===== src/rtl/regfile_write_arbiter.sv =====
// Round-robin arbiter that funnels NREQ write requesters into one registered register-file write port.
// Optional RF_ZERO_REG_EN: writes to register 0 are accepted but suppressed, hard-wiring it to zero.
module regfile_write_arbiter #(
    parameter int NREQ = 4,
    parameter int DW   = 8
) (
    input  logic              clk,
    input  logic              rst_n,
    input  logic [NREQ-1:0]   req_valid,
    input  logic [3*NREQ-1:0] req_dest,
    input  logic [DW*NREQ-1:0] req_data,
    output logic [NREQ-1:0]   req_ready,
    input  logic              rf_stall,
    output logic              wr_en,
    output logic [2:0]        wr_dest,
    output logic [DW-1:0]     wr_data,
    output logic [7:0]        wr_sel
);

    localparam int PW = (NREQ > 2) ? 2 : 1;

    logic [PW-1:0] rr_ptr;
    logic [PW-1:0] gnt_idx;
    logic [PW-1:0] ptr_next;
    logic [PW:0]   scan;
    logic          found;
    logic [NREQ-1:0] grant;
    logic [2:0]    sel_dest;
    logic [DW-1:0] sel_data;
    logic          wr_en_next;

    // Scan upward from rr_ptr, wrapping modulo NREQ; reset and stall suppress any grant.
    always_comb begin
        grant   = '0;
        gnt_idx = '0;
        found   = 1'b0;
        scan    = '0;
        if (rst_n && !rf_stall) begin
            for (int k = 0; k < NREQ; k++) begin
                scan = {1'b0, rr_ptr} + (PW+1)'(k);
                if (scan >= (PW+1)'(NREQ))
                    scan = scan - (PW+1)'(NREQ);
                if (!found && req_valid[scan[PW-1:0]]) begin
                    found   = 1'b1;
                    gnt_idx = scan[PW-1:0];
                end
            end
        end
        if (found)
            grant[gnt_idx] = 1'b1;
    end

    assign req_ready = grant;
    assign ptr_next  = (gnt_idx == PW'(NREQ-1)) ? '0 : gnt_idx + PW'(1);

    always_comb begin
        sel_dest = '0;
        sel_data = '0;
        for (int i = 0; i < NREQ; i++) begin
            if (grant[i]) begin
                sel_dest = req_dest[3*i +: 3];
                sel_data = req_data[DW*i +: DW];
            end
        end
    end

`ifdef RF_ZERO_REG_EN
    assign wr_en_next = found && (sel_dest != 3'd0);
`else
    assign wr_en_next = found;
`endif

    // Grant stage -> registered write port (one-cycle latency)
    always_ff @(posedge clk or negedge rst_n) begin
        if (!rst_n) begin
            wr_en   <= 1'b0;
            wr_dest <= '0;
            wr_data <= '0;
            wr_sel  <= '0;
            rr_ptr  <= '0;
        end else begin
            wr_en  <= wr_en_next;
            wr_sel <= wr_en_next ? (8'd1 << sel_dest) : 8'h00;
            if (found) begin
                wr_dest <= sel_dest;
                wr_data <= sel_data;
                rr_ptr  <= ptr_next;
            end
        end
    end

endmodule

===== config.mk =====
export PLATFORM = sky130hd
export DESIGN_NAME = regfile_write_arbiter
export DESIGN_NICKNAME = d
export VERILOG_FILES = /design/src/rtl/regfile_write_arbiter.sv
export SDC_FILE = /design/constraint.sdc
export NUM_CORES = 1
export LEC_CHECK = 0
export ABC_AREA = 0
export ABC_CLOCK_PERIOD_IN_PS = 3300
export CAP_MARGIN = 20
export CORE_MARGIN = 8
export CORE_UTILIZATION = 39
export CTS_BUF_LIST = sky130_fd_sc_hd__clkbuf_4 sky130_fd_sc_hd__clkbuf_8
export DETAILED_ROUTE_END_ITERATION = 8
export PLACE_DENSITY = 0.81
export SYNTH_ARGS = -nofsm -noshare
export SYNTH_HDL_FRONTEND = slang
export SYNTH_SLANG_ARGS = --single-unit

===== constraint.sdc =====
create_clock -name clk -period 3.3 [get_ports clk]
set_clock_uncertainty 0.1 [all_clocks]
set_input_delay 0.495 -clock clk [delete_from_list [all_inputs] [get_ports clk]]
set_output_delay 0.495 -clock clk [all_outputs]
set_load 0.01 [all_outputs]

==> reports/qor.csv <==
stage;metric;value;unit
pwr;Lkg Pwr;0.927;nW
global_route;GRT busiest layer;met2;
sta;Setup TNS;0;ps
global_route;GR Overflow Total;0;
logic_synthesis;Cell variety after synth;34;
sta;min Tclk post-route;3190;ps
sta;fmax;313;MHz
worst_setup_path;Critical Path Max Stage Delay;510;ps
worst_setup_path;Critical Path Fanout Max;4;
worst_setup_path;kind of critical path;in2out;
worst_hold_path;worst hold path type;reg2reg;
route;routed vias;1410;
flow_run;Max-Cap Viols;0;
clocking;H-tree Lvls;1;
clocking;worst-case clock buffer depth;2;
global_route;first-pass GRT wire length;6930;microns
floorplanning;Top-Level Pins;75;
pwr;worst vdd ir;170;uV
floorplanning;Initial Utilization;40.2;%
logic_synthesis;post-synth net total;190;
clocking;CTS Buf Count;3;
worst_setup_path;Worst path top cell family by delay;buffers and inverters;
logic_synthesis;synthesized netlist cell count;135;
worst_setup_path;Critical Path AT;2600;ps
logic_synthesis;Yosys top cell by area;dfrtp_1;
floorplanning;Chip Height;74.5;microns
floorplanning;# rows;21;
logic_synthesis;Syn Area/Cell;9.87;sq um
sta;Final Slew Violations;0;
sta;Fin. Hold Viols;0;
finish;Layout fillers;274;
clocking;Worst-path clk slew;110;ps
run_status;status;finished clean;
route;Residual DRC;0;
route;vias per cell;5.38;
clocking;setup bufs post-CTS;0;
clocking;Root Buffer Master;clkbuf_4;
global_route;routing usage on met2;28.2;%
sta;period utilization;96.7;%
global_route;vias in the first global route;1422;
global_route;largest net degree at the start of global routing;23;
logic_synthesis;Area contributors post-synth;dfrtp_1 (41%), a221o_1 (7.5%), a21oi_1 (5.6%);
sta;Max-slew headroom;71.1;%
logic_synthesis;synth warn;0;
finish;commonest non-fill, non-tap cell in the layout;clkdlybuf4s50_1;
worst_setup_path;most used cell, CP;clkdlybuf4s50_1;
route;total detailed-routing wirelength;4530;microns
finish;share of layout cells above drive strength 1;15.3;%
worst_setup_path;slowest cell on the critical path;clkdlybuf4s50_1;
logic_synthesis;ys async rst share;100;%
floorplanning;Core ar.;3310;sq um
worst_setup_path;Startpoint Class;input port;
route;First DRT Iteration DRCs;118;
global_route;grt met1 use;18.1;%
clocking;CTS tree;done;
finish;Layout Utilization;66.4;%
logic_synthesis;number of flops mapped to enable cells by yosys;0;
clocking;Skew-Pair Late Insertion Delay;310;ps
worst_setup_path;CP endpoint kind;primary output;
placement;DP Cell Count;258;
sta;RSZ-0062 raised after global routing;false;
finish;Layout area overhead;65.1;%
clocking;CTS sink count;22;
finish;most frequent cells in the layout;clkdlybuf4s50_1 (72), dfrtp_1 (22), a21oi_1 (15);
global_route;GRT Util Overall;16.5;%
route;DRT Pass-1 Iters;4;
sta;Slew @ Worst Pin;434;ps
global_route;initial antenna violation count;0;
finish;Non-Filler Instances;262;
placement;DP Worst Slack;10.2;ps
floorplanning;area of the die;5540;sq um
floorplanning;Die X;74.5;microns
global_route;grt met3 use;4.31;%
logic_synthesis;Yosys top cell area share;41.3;%
logic_synthesis;Cell Area, Synth;1330;sq um
sta;min setup slack post-route;109;ps
route;Wirelength per Cell;17.3;microns
pwr;P per Cell Area;369;nW/um^2
route;antenna-violating nets left;0;
logic_synthesis;register area share after synthesis;41.3;%
placement;Port-buffer cells;74;
worst_setup_path;Req. time, crit path;2700;ps
worst_setup_path;crit path cell chain;clkdlybuf4s50_1 -> o41ai_4 -> inv_4 -> o211ai_2 -> inv_1 -> ha_1 -> and2_1 -> clkdlybuf4s50_1;
finish;final net count;272;
sta;final setup fails;0;
pwr;Final Total Pwr;0.000811;W
logic_synthesis;FF+latch count, synth;22;
placement;placed wire-length estimate;3640;microns
finish;number of diodes;0;
worst_setup_path;Worst Path Buf+Inv;4;
placement;Routability Congestion;0.863;
logic_synthesis;Post-synth top flop;dfrtp_1;
[tightest hold or removal path, stage by stage (launching register included)]
cell and delay (ps):
dfrtp_1 360, nand2_1 50, nand2_1 50
[synth_stat cells, types with 2 or more instances]
cell type,instances
buf_6,2
o221ai_1,3
buf_2,3
a21oi_1,15
a21oi_2,4
o21ai_0,3
dfrtp_1,22
or2b_1,2
nand3_1,9
a221o_1,10
nor2b_1,2
nand2_1,9
inv_1,4
ha_1,4
nor2_2,7
o221a_2,2
and2_1,3
nand2b_1,8
nor3_1,8
[kinds of logic after synthesis]
group           after synthesis  synth area share [%]
simple gates                 52                  21.6
compound gates               44                  26.9
buf+inv                      12                  5.73
flops                        22                  41.3
fa+ha+maj                     4                  3.76
mux                           1                 0.751
[routing by layer]
layer / vias up / share of wire [%]
li1: 657 / -
met5: - / 0
met2: 69 / 50
met3: 12 / 8.6
met1: 672 / 38
met4: 0 / 3.1
[worst paths after layout]
check                                         endpoint  slack [ps]                    from  depth (start not counted)
min in group asynchronous       wr_data[0]$_DFFE_PN0P_         500                   rst_n                          2
worst max-delay path                      req_ready[1]         110            req_valid[3]                          8
max in group asynchronous          wr_sel[0]$_DFF_PN0_        2390                   rst_n                          2
worst max register to register     wr_sel[5]$_DFF_PN0_         730   rr_ptr[1]$_DFFE_PN0P_                         10
worst min-delay path            wr_dest[2]$_DFFE_PN0P_         400  wr_dest[2]$_DFFE_PN0P_                          2
worst min register to register  wr_dest[2]$_DFFE_PN0P_         400  wr_dest[2]$_DFFE_PN0P_                          2
[layout make-up]
| cell class | count | area (sq um) | share of cell area, % |
|---|---|---|---|
| timing repair buffer | 84 | 821 | 37.3 |
| inverter | 5 | 21.3 | 0.967 |
| clock buffer | 4 | 36.3 | 1.65 |
| sequential | 22 | 551 | 25.0 |
| multi-input combinational | 101 | 713 | 32.4 |
| tap | 46 | 57.6 | 2.62 |
[flip-flops by register name (all words and copies together) (netlist names)]
signal	flops
wr_data	8
wr_sel	8
wr_dest	3
rr_ptr	2
wr_en	1
[power breakdown]
part	total [W]	internal (W)	switching, W
clock	0.000148	0.0000675	0.0000801
combinational	0.000332	0.000189	0.000143
sequential	0.000332	0.000306	0.0000257
total	0.000811	0.000563	0.000248
[repair_timing]
item                                   CTS  global route
setup endpoints to repair                0             4
hold buffers                             0             0
endpoints found under the hold margin    0             0
resized for setup                        0             4
[per-stage QoR]
step	instance area [sq um]	hold WS (ps)
after global routing	2200	435
final	2200	396
after detailed placement	2150	370
after CTS	2190	397
after global placement	2150	365
after floorplan	1330	99.4
Power figures use the tool's default switching activity.
